## src/rtl/cardinal_nic.sv

```systemverilog
// ============================================================================
// Module   : cardinal_nic
// Brief    : Core-to-router network interface with single-entry in/out
//            channel buffers and memory-mapped status registers.
// Revision : 1.0 - initial release
// ============================================================================
`default_nettype none

module cardinal_nic #(
  parameter int DATA_WIDTH = 64,
  parameter int ADDR_WIDTH = 2
) (
  input  logic                  clk,
  input  logic                  rst,
  input  logic [0:ADDR_WIDTH-1] addr,
  input  logic [0:DATA_WIDTH-1] d_in,
  output logic [0:DATA_WIDTH-1] d_out,
  input  logic                  nicEn,
  input  logic                  nicWrEn,
  input  logic                  net_si,
  output logic                  net_ri,
  input  logic [0:DATA_WIDTH-1] net_di,
  output logic                  net_so,
  input  logic                  net_ro,
  output logic [0:DATA_WIDTH-1] net_do,
  input  logic                  net_polarity
);

  localparam logic [0:ADDR_WIDTH-1] c_ADDR_IN_BUF     = 'd0;
  localparam logic [0:ADDR_WIDTH-1] c_ADDR_IN_STATUS  = 'd1;
  localparam logic [0:ADDR_WIDTH-1] c_ADDR_OUT_BUF    = 'd2;
  localparam logic [0:ADDR_WIDTH-1] c_ADDR_OUT_STATUS = 'd3;

  logic [0:DATA_WIDTH-1] r_in_buf;
  logic                  r_in_full;
  logic [0:DATA_WIDTH-1] r_out_buf;
  logic                  r_out_full;
  logic                  r_net_so;
  logic [0:DATA_WIDTH-1] r_net_do;

  logic w_load;
  logic w_store;
  logic w_capture;
  logic w_consume;
  logic w_accept_store;
  logic w_send;

  assign w_load    = nicEn & ~nicWrEn;
  assign w_store   = nicEn & nicWrEn;
  assign w_capture = net_si & ~r_in_full;
  assign w_consume = w_load & (addr == c_ADDR_IN_BUF) & r_in_full;
  // A full out buffer blocks stores, so a store racing a send is always dropped.
  assign w_accept_store = w_store & (addr == c_ADDR_OUT_BUF) & ~r_out_full;
  // Virtual-channel bit must be on the opposite polarity to the router's cycle.
  assign w_send = r_out_full & net_ro & (r_out_buf[0] == ~net_polarity);

  assign net_ri = ~r_in_full;
  assign net_so = r_net_so;
  assign net_do = r_net_do;

  always_comb begin
    d_out = '0;
    if (w_load) begin
      case (addr)
        c_ADDR_IN_BUF:     d_out = r_in_buf;
        c_ADDR_IN_STATUS:  d_out = {{(DATA_WIDTH-1){1'b0}}, r_in_full};
        c_ADDR_OUT_BUF:    d_out = r_out_buf;
        c_ADDR_OUT_STATUS: d_out = {{(DATA_WIDTH-1){1'b0}}, r_out_full};
        default:           d_out = '0;
      endcase
    end
  end

  always_ff @(posedge clk or negedge rst) begin
    if (!rst) begin
      r_in_buf  <= '0;
      r_in_full <= 1'b0;
    end else if (w_capture) begin
      r_in_buf  <= net_di;
      r_in_full <= 1'b1;
    end else if (w_consume) begin
      r_in_full <= 1'b0;
    end
  end

  always_ff @(posedge clk or negedge rst) begin
    if (!rst) begin
      r_out_buf  <= '0;
      r_out_full <= 1'b0;
      r_net_so   <= 1'b0;
      r_net_do   <= '0;
    end else begin
      r_net_so <= 1'b0;
      if (w_send) begin
        r_net_so   <= 1'b1;
        r_net_do   <= r_out_buf;
        r_out_full <= 1'b0;
      end else if (w_accept_store) begin
        r_out_buf  <= d_in;
        r_out_full <= 1'b1;
      end
    end
  end

endmodule

`default_nettype wire
```

## config.mk

```make
export PLATFORM = sky130hd
export DESIGN_NAME = cardinal_nic
export DESIGN_NICKNAME = d
export VERILOG_FILES = /design/src/rtl/cardinal_nic.sv
export SDC_FILE = /design/constraint.sdc
export NUM_CORES = 1
export LEC_CHECK = 0
export ABC_AREA = 1
export BUFFER_PORTS_ARGS = -buffer_cell sky130_fd_sc_hd__buf_4
export CAP_MARGIN = 0
export CORE_MARGIN = 2
export CORE_UTILIZATION = 52
export DETAILED_ROUTE_END_ITERATION = 10
export HOLD_SLACK_MARGIN = 0.08
export PLACE_DENSITY = 0.81
export SLEW_MARGIN = 20
export SYNTH_ARGS = -nofsm -noshare
export SYNTH_HDL_FRONTEND = slang
export SYNTH_SLANG_ARGS = --single-unit
```

## constraint.sdc

```tcl
create_clock -name clk -period 1.3 [get_ports clk]
set_clock_uncertainty 0.05 [all_clocks]
set_input_delay 0.195 -clock clk [delete_from_list [all_inputs] [get_ports clk]]
set_output_delay 0.195 -clock clk [all_outputs]
set_load 0.05 [all_outputs]
```

==> impl_metrics.csv, run 1 <==
group,metric,value,unit
status,failing_step,"global routing",
logic_synthesis,synth.distinct_cells,17,
logic_synthesis,yosysWarnings,0,
status,status,"aborted with a tool error",
floorplanning,ioPinCount,267,
logic_synthesis,synth-seq-cells,195,
logic_synthesis,yosysSeqAreaShare,56.0,%
logic_synthesis,synth_cells,1071,
clock_network,cts-root-buf,"clkbuf_16",
clock_network,cts_made_buffers,17,
logic_synthesis,syn-cell-area,0.00872,mm²
floorplanning,die_x,133,µm
place,portBuffers,266,
global_routing,grt_max_degree,64,
status,stop_error,"[ERROR DPL-0038] Utilization greater than 100%, impossible to legalize",
clock_network,cts_max_level,4,
floorplanning,initial_utilization,52.9,%
logic_synthesis,syn_area_per_cell,8.14,µm²
timing,endpoint_type,"output port",
floorplanning,fp.dieH,133,µm
place,place_congestion,0.884,
clock_network,numClockSinks,195,
clock_network,clock_path_buffers,2,
floorplanning,placementRows,47,
place,dp_hpwl,18100,µm
timing,crit_endpoint,"d_out[63]",
logic_synthesis,syn_nets,1208,
timing repair:
item / 4_1_cts
pin swaps: 88
gates cloned: 21
endpoints found under the setup margin: 129
hold buffers: 131
endpoints found under the hold margin: 325
gates resized for setup: 364
buffers inserted: 48
logic make-up after synthesis:
family                 Yosys count  share of synthesized area, %
DFF                            195                          56.0
and+or+nand+nor                790                          38.5
AOI/OAI and AO/OA                3                         0.172
buffers and inverters           83                          5.37
synthesized netlist by cell type, drive strengths merged:
cell | n | area, µm²
inv | 11 | 41.3
buf | 60 | 382
nand3b | 1 | 7.51
o21ai | 1 | 5.00
a21oi | 2 | 10.0
nand2 | 583 | 2190
clkbuf | 12 | 45.0
nand3 | 194 | 1080
nor2 | 12 | 75.1
dfrtp | 195 | 4880
stage by stage:
| stage | instance area (µm²) | utilization (%) | TNS [ns] | worst slack (ns) | cells |
|---|---|---|---|---|---|
| 4_1_cts | 15500 | 93.8 | -17.33 | -0.236 | 1756 |
| 3_5_place_dp | 11300 | 68.4 | -17.38 | -0.265 | 1525 |
| 3_3_place_gp | 11300 | 68.4 | -14.09 | -0.243 | 1525 |
| 2_1_floorplan | 8870 | - | 0 | 0.0176 | 1071 |
==> run 2: changes to the inputs <==
CORE_UTILIZATION = 40   (was 52)
HOLD_SLACK_MARGIN = default   (was 0.08)
PLACE_DENSITY = default   (was 0.81)
PLACE_DENSITY_LB_ADDON = 0.15   (was default)
==> run 2 against run 1 <==
- the flow now finishes, with violations (negative setup slack)
- synthesized cell count unchanged
- synthesized area unchanged
==> impl_metrics.csv, run 2 <==
group,metric,value,unit
status,status,"complete, but fails checks",
status,violations,"negative setup slack",
critical_path,worstPathRequired,1.05,ns
routing,vias_per_cell,5.27,
final_layout,mostFrequentLayoutCells,"398 x nand2_1, 232 x buf_4, 190 x dfrtp_1, 170 x nand3_1, 139 x nand2_4",
timing,fmax,637,MHz
routing,postRouteWirelength,36800,µm
power_and_ir_drop,p_sw,13.5,mW
logic_synthesis,ys.flop_type,"dfrtp_1",
logic_synthesis,synth.distinct_cells,17,
routing,wl_per_cell,20.2,µm
worst_hold_path,hold_depth,3,
timing,min_period,1.57,ns
logic_synthesis,synth_cells,1071,
logic_synthesis,yosysMostFrequentCell,"nand2_1",
final_layout,fin_nets,1669,
clock_network,numClockSinks,195,
power_and_ir_drop,cellPowerDensity,1840,mW/mm²
timing,slew_headroom,74.7,%
worst_hold_path,hold_path.class,"in2reg",
clock_network,cts_made_buffers,17,
power_and_ir_drop,ir_drop,0.00105,V
clock_network,clock_latency,0.43,ns
logic_synthesis,yosysSeqAreaShare,56.0,%
floorplanning,fp.dieH,152,µm
floorplanning,placementRows,54,
critical_path,reg2reg_depth,7,
run,max-cap-violations,0,
clock_network,clk_pin_slew,0.07,ns
power_and_ir_drop,switching_share,45.1,%
timing,maxSlewViolCount,0,
logic_synthesis,synth_top_area_share,56.0,%
floorplanning,initial_utilization,40.3,%
final_layout,fillers,1453,
logic_synthesis,syn_area_per_cell,8.14,µm²
worst_hold_path,hold_end,"r_in_buf[43]$_DFFE_PN0P_",
critical_path,crit_arrival,1.33,ns
logic_synthesis,synth_common_cells,"582 x nand2_1, 195 x dfrtp_1, 172 x nand3_1, 47 x buf_2, 22 x nand3_2",
clock_network,cts-root-buf,"clkbuf_16",
power_and_ir_drop,finalPower,30.0,mW
critical_path,cp_max_fo,2,
global_routing,antenna_found_initial,2,
routing,postRouteAntennaNets,0,
floorplanning,dieArea,0.0230,mm²
routing,first_iter_violations,692,
critical_path,end_kind,"output port",
floorplanning,ioPinCount,267,
floorplanning,coreArea,0.0216,mm²
critical_path,regToRegSetupSlack,-0.23,ns
place,placed_cell_area,0.0114,mm²
clock_network,cts_tree,"built",
timing,setup_viol,222,
critical_path,r2r_end,"net_do[41]$_DFFE_PN0P_",
final_layout,drive_above_1_share,41.5,%
logic_synthesis,ys_top_cells_by_area,"dfrtp_1 56%, nand2_1 25%, nand3_1 9.9%",
logic_synthesis,yosysTopAreaCell,"dfrtp_1",
critical_path,start_kind,"flip-flop",
power_and_ir_drop,intPower,16.5,mW
logic_synthesis,synth-seq-cells,195,
logic_synthesis,synth_edf_count,0,
timing,period_share,121,%
place,portBuffers,266,
power_and_ir_drop,p_comb_share,44.9,%
clock_network,cts_max_level,4,
timing,hold_violations,0,
routing,dr_total_vias,9629,
global_routing,grt_pass1_vias,9572,
critical_path,r2r-start,"r_out_full$_DFFE_PN0P_",
logic_synthesis,syn_nets,1208,
final_layout,mostFrequentLayoutCell,"nand2_1",
routing,drt-pass1-iter-count,5,
routing,route.detailed.drc,0,
logic_synthesis,syn-cell-area,0.00872,mm²
logic_synthesis,yosysWarnings,0,
timing,worstMarginPinSlew,0.379,ns
global_routing,track_usage,31.3,%
logic_synthesis,synthArstFlopShare,100,%
timing,rsz0062_at_grt,"yes",
timing,holdWs,0.0338,ns
worst_hold_path,min_from,"net_di[43]",
final_layout,area_growth,86.9,%
place,dp_hpwl,19000,µm
global_routing,gr-total-overflow,0,
power_and_ir_drop,seqPwrFrac,38.2,%
floorplanning,die_x,152,µm
global_routing,grt_first_pass_wirelength,53600,µm
power_and_ir_drop,clockPowerShare,16.9,%
final_layout,fin_area,0.0163,mm²
clock_network,clock_path_buffers,2,
place,place_congestion,0.873,
global_routing,grt_max_degree,35,
critical_path,worstSetupPathType,"reg2out",
timing,worst_slack,-0.271,ns
power_and_ir_drop,leakagePower,8.95,nW
==> run 2: worst max path at each step <==
stage,startpoint,to,slack [ns],cells after the start
floorplan,nicWrEn,d_out[10],0.02,6
global placement,nicWrEn,d_out[21],-0.28,8
detailed placement,nicWrEn,d_out[21],-0.28,8
CTS,r_out_buf[63]$_DFFE_PN0P_,d_out[63],-0.27,4
global route,r_out_full$_DFFE_PN0P_,d_out[63],-0.31,5
finish,r_out_full$_DFFE_PN0P_,d_out[63],-0.27,5
==> run 2: kinds of logic after synthesis <==
group                  synth area share [%]
flip-flops                             56.0
buffers and inverters                  5.37
AO/OA/AOI/OAI                         0.172
AND/OR/NAND/NOR                        38.5
==> run 2: per-layer routing <==
layer  share of wire, %  GRT usage [%]  up-vias
met1                 40           40.7     4737
li1                   -              -     4328
met5                  0              0        -
met4                2.8           11.5        0
met2                 49           51.6      482
met3                8.3           6.77       82
==> run 2: cell type report <==
class	instances	area (µm²)	share of cell area [%]
timing repair buffer	513	5840	35.8
sequential	195	4890	30.0
multi-input combinational	794	4590	28.2
clock buffer	19	443	2.72
tap	280	350	2.15
clock inverter	12	119	0.730
inverter	11	61.3	0.376
antenna	2	5.00	0.0307
==> run 2: worst max-delay path, cell delays in order, from the launching register on <==
cell     delay [ns]
dfrtp_2        0.41
nand2_1        0.06
nand2_1        0.07
a21oi_2        0.04
nor2_2         0.14
buf_6          0.18
==> run 2: what timing repair did <==
| action | CTS | global route |
|---|---|---|
| hold endpoints to repair | 323 | 0 |
| endpoints found under the setup margin | 186 | 273 |
| gates cloned | 28 | 7 |
| pin swaps | 62 | 63 |
| hold buffers | 129 | 0 |
| setup buffers | 41 | 7 |
| gates resized for setup | 345 | 136 |
==> run 2: power groups by stage <==
stage | registers, mW | logic [mW] | clock network [mW]
after CTS | 11.0 | 12.6 | 5.15
final | 11.5 | 13.5 | 5.09
after global placement | 10.6 | 10.4 | 0
after detailed placement | 10.7 | 10.6 | 0
after floorplan | 12.8 | 4.43 | 0
after global routing | 11.7 | 14.4 | 5.41
==> run 2: through the flow <==
| step | setup TNS (ns) | std cells | util, % | worst slack, ns |
|---|---|---|---|---|
| 2_1_floorplan | 0 | 1071 | - | 0.0176 |
| 3_3_place_gp | -19.07 | 1591 | 53.0 | -0.284 |
| 3_5_place_dp | -21.14 | 1591 | 53.0 | -0.283 |
| 4_1_cts | -32.60 | 1819 | 72.7 | -0.268 |
| 5_1_grt | -38.39 | 1826 | 75.3 | -0.313 |
| 6_report | -29.77 | 1826 | 75.3 | -0.271 |
(Power assumes the default switching activity.)
==> run 3: changes to the inputs <==
PLACE_DENSITY = 0.67   (was default)
PLACE_DENSITY_LB_ADDON = default   (was 0.15)
TNS_END_PERCENT = 30   (was default)
clock period = 2 ns   (was 1.3 ns; I/O delays follow)
==> run 3 against run 2 <==
- the run now ends clean
- non-clock buffer count shrank 220
- design area fell by 29%
- critical path depth shrank 2
- count of clock-buffer cells in the layout shrank 1
- sequential power fell by 40%
- worst setup slack improved by 0.42 ns
- via count decreased by 16%
- first-iteration DRC count down 30%
- power is 44% lower
- wire length decreased by 26%
==> impl_metrics.csv, run 3 (synthesized netlist as in run 2, its figures left out) <==
group,metric,value,unit
timing,maxSlewViolCount,0,
timing,min_period,1.85,ns
critical_path,critical-path-max-stage-delay,0.40,ns
clock_network,cts-root-buf,"clkbuf_16",
final_layout,drive_above_1_share,26.8,%
final_layout,mostFrequentLayoutCell,"nand2_1",
floorplanning,die_x,152,µm
floorplanning,initial_utilization,40.3,%
critical_path,worstSetupPathType,"reg2out",
global_routing,grt_first_pass_wirelength,42000,µm
routing,postRouteAntennaNets,0,
worst_hold_path,hold_path.class,"in2reg",
critical_path,regToRegSetupSlack,0.28,ns
timing,worst_slack,0.148,ns
routing,route.detailed.drc,0,
timing,holdWs,0.0440,ns
final_layout,mostFrequentLayoutCells,"580 x nand2_1, 281 x buf_4, 195 x dfrtp_1, 172 x nand3_1, 21 x nand3_2",
clock_network,clk_pin_slew,0.07,ns
timing,hold_violations,0,
power_and_ir_drop,ir_drop,0.000612,V
power_and_ir_drop,cellPowerDensity,1460,mW/mm²
timing,fmax,540,MHz
final_layout,area_growth,32.7,%
floorplanning,placementRows,54,
place,post-place-ws,0.213,ns
critical_path,path_common_cell,"buf_4",
critical_path,crit_chain,"inv_2 > buf_4 > buf_4",
run,max-cap-violations,0,
routing,drt-pass1-iter-count,6,
clock_network,cts_max_level,4,
routing,vias_per_cell,5.02,
critical_path,reg2reg_depth,6,
timing,worstMarginPinSlew,0.739,ns
timing,slew_headroom,50.7,%
clock_network,cts_made_buffers,17,
critical_path,crit_arrival,1.50,ns
critical_path,cp_max_fo,30,
final_layout,fin_nets,1448,
floorplanning,fp.dieH,152,µm
clock_network,numClockSinks,195,
power_and_ir_drop,finalPower,16.9,mW
critical_path,critPathSlowestCell,"dfrtp_1",
clock_network,clock_path_buffers,2,
floorplanning,ioPinCount,267,
clock_network,clock_latency,0.43,ns
timing,setup_viol,0,
global_routing,gr-total-overflow,0,
status,status,"finished, final reports clean",
critical_path,start_kind,"flip-flop",
clock_network,cts_setup_buffers,0,
routing,first_iter_violations,485,
floorplanning,dieArea,0.0230,mm²
place,place_congestion,0.864,
worst_hold_path,hold_depth,3,
timing,setup_tns,0,ns
floorplanning,coreArea,0.0216,mm²
critical_path,end_kind,"output port",
clock_network,cts_tree,"built",
place,dp_hpwl,18500,µm
global_routing,antenna_found_initial,2,
timing,rsz0062_at_grt,"no",
routing,postRouteWirelength,27400,µm
global_routing,grt_pass1_vias,7741,
timing,period_share,92.6,%
global_routing,grt_max_degree,65,
critical_path,worstPathRequired,1.65,ns
routing,dr_total_vias,8066,
global_routing,track_usage,24.0,%
routing,wl_per_cell,17.1,µm
place,portBuffers,266,
power_and_ir_drop,leakagePower,6.50,nW
## run 3: cell count changes in the layout (fill, tap and decap cells not counted), sizes merged
cell | previous run | this run
buf | 374 | 291
bufbuf | 4 | 0
bufinv | 0 | 1
clkbuf | 25 | 19
clkinv | 7 | 6
clkinvlp | 1 | 3
dlygate4sd3 | 129 | 1
nand2 | 584 | 583
## run 3: layer usage
layer  track usage (%)  up-vias  wire length [µm]
li1                  -     3864                 -
met1              31.9     3830             11300
met2              37.6      329             12700
met3              7.16       43              2680
met4              8.29        0               667
met5                 0        -                 0
## run 3: area by class of cell
cell class,instances,area [µm²]
multi-input combinational,793,3380
timing repair buffer,293,2330
fill,2067,10100
clock buffer,18,429
inverter,11,41.3
sequential,195,4880
tap,280,350
clock inverter,14,149
antenna,2,5.00
## run 3: repair_timing
| item | in CTS | in global routing |
|---|---|---|
| hold endpoints to repair | 38 | 0 |
| hold buffers | 1 | 0 |
| resized for setup | 0 | 0 |
## run 3: power breakdown
part / switching (mW) / leakage [nW] / internal, mW / total (mW)
sequential: 1.26 / 2.46 / 5.67 / 6.93
clock: 1.61 / 0.274 / 1.76 / 3.37
combinational: 4.65 / 3.76 / 1.98 / 6.63
total: 7.52 / 6.50 / 9.41 / 16.9
## run 3: per-stage QoR
stage | utilization, % | cells | instance area (µm²)
floorplan | - | 1071 | 8720
global placement | 50.8 | 1571 | 11000
detailed placement | 50.8 | 1571 | 11000
CTS | 53.5 | 1604 | 11600
global route | 53.5 | 1605 | 11600
finish | 53.5 | 1606 | 11600
## run 3: final timing paths
kind	startpoint	endpoint
hold / removal	net_di[20]	r_in_buf[20]$_DFFE_PN0P_
setup / recovery	r_in_full$_DFFE_PN0P_	net_ri
min in group asynchronous	rst	r_in_buf[20]$_DFFE_PN0P_
setup reg to reg	r_out_full$_DFFE_PN0P_	net_do[31]$_DFFE_PN0P_
max in group asynchronous	rst	net_do[16]$_DFFE_PN0P_
hold reg to reg	r_in_buf[31]$_DFFE_PN0P_	r_in_buf[31]$_DFFE_PN0P_
## run 3: worst max-delay path, delay by kind of cell (launching register included)
family	cells	cell delay, ns
flip-flops	1	0.40
buffers and inverters	3	0.67
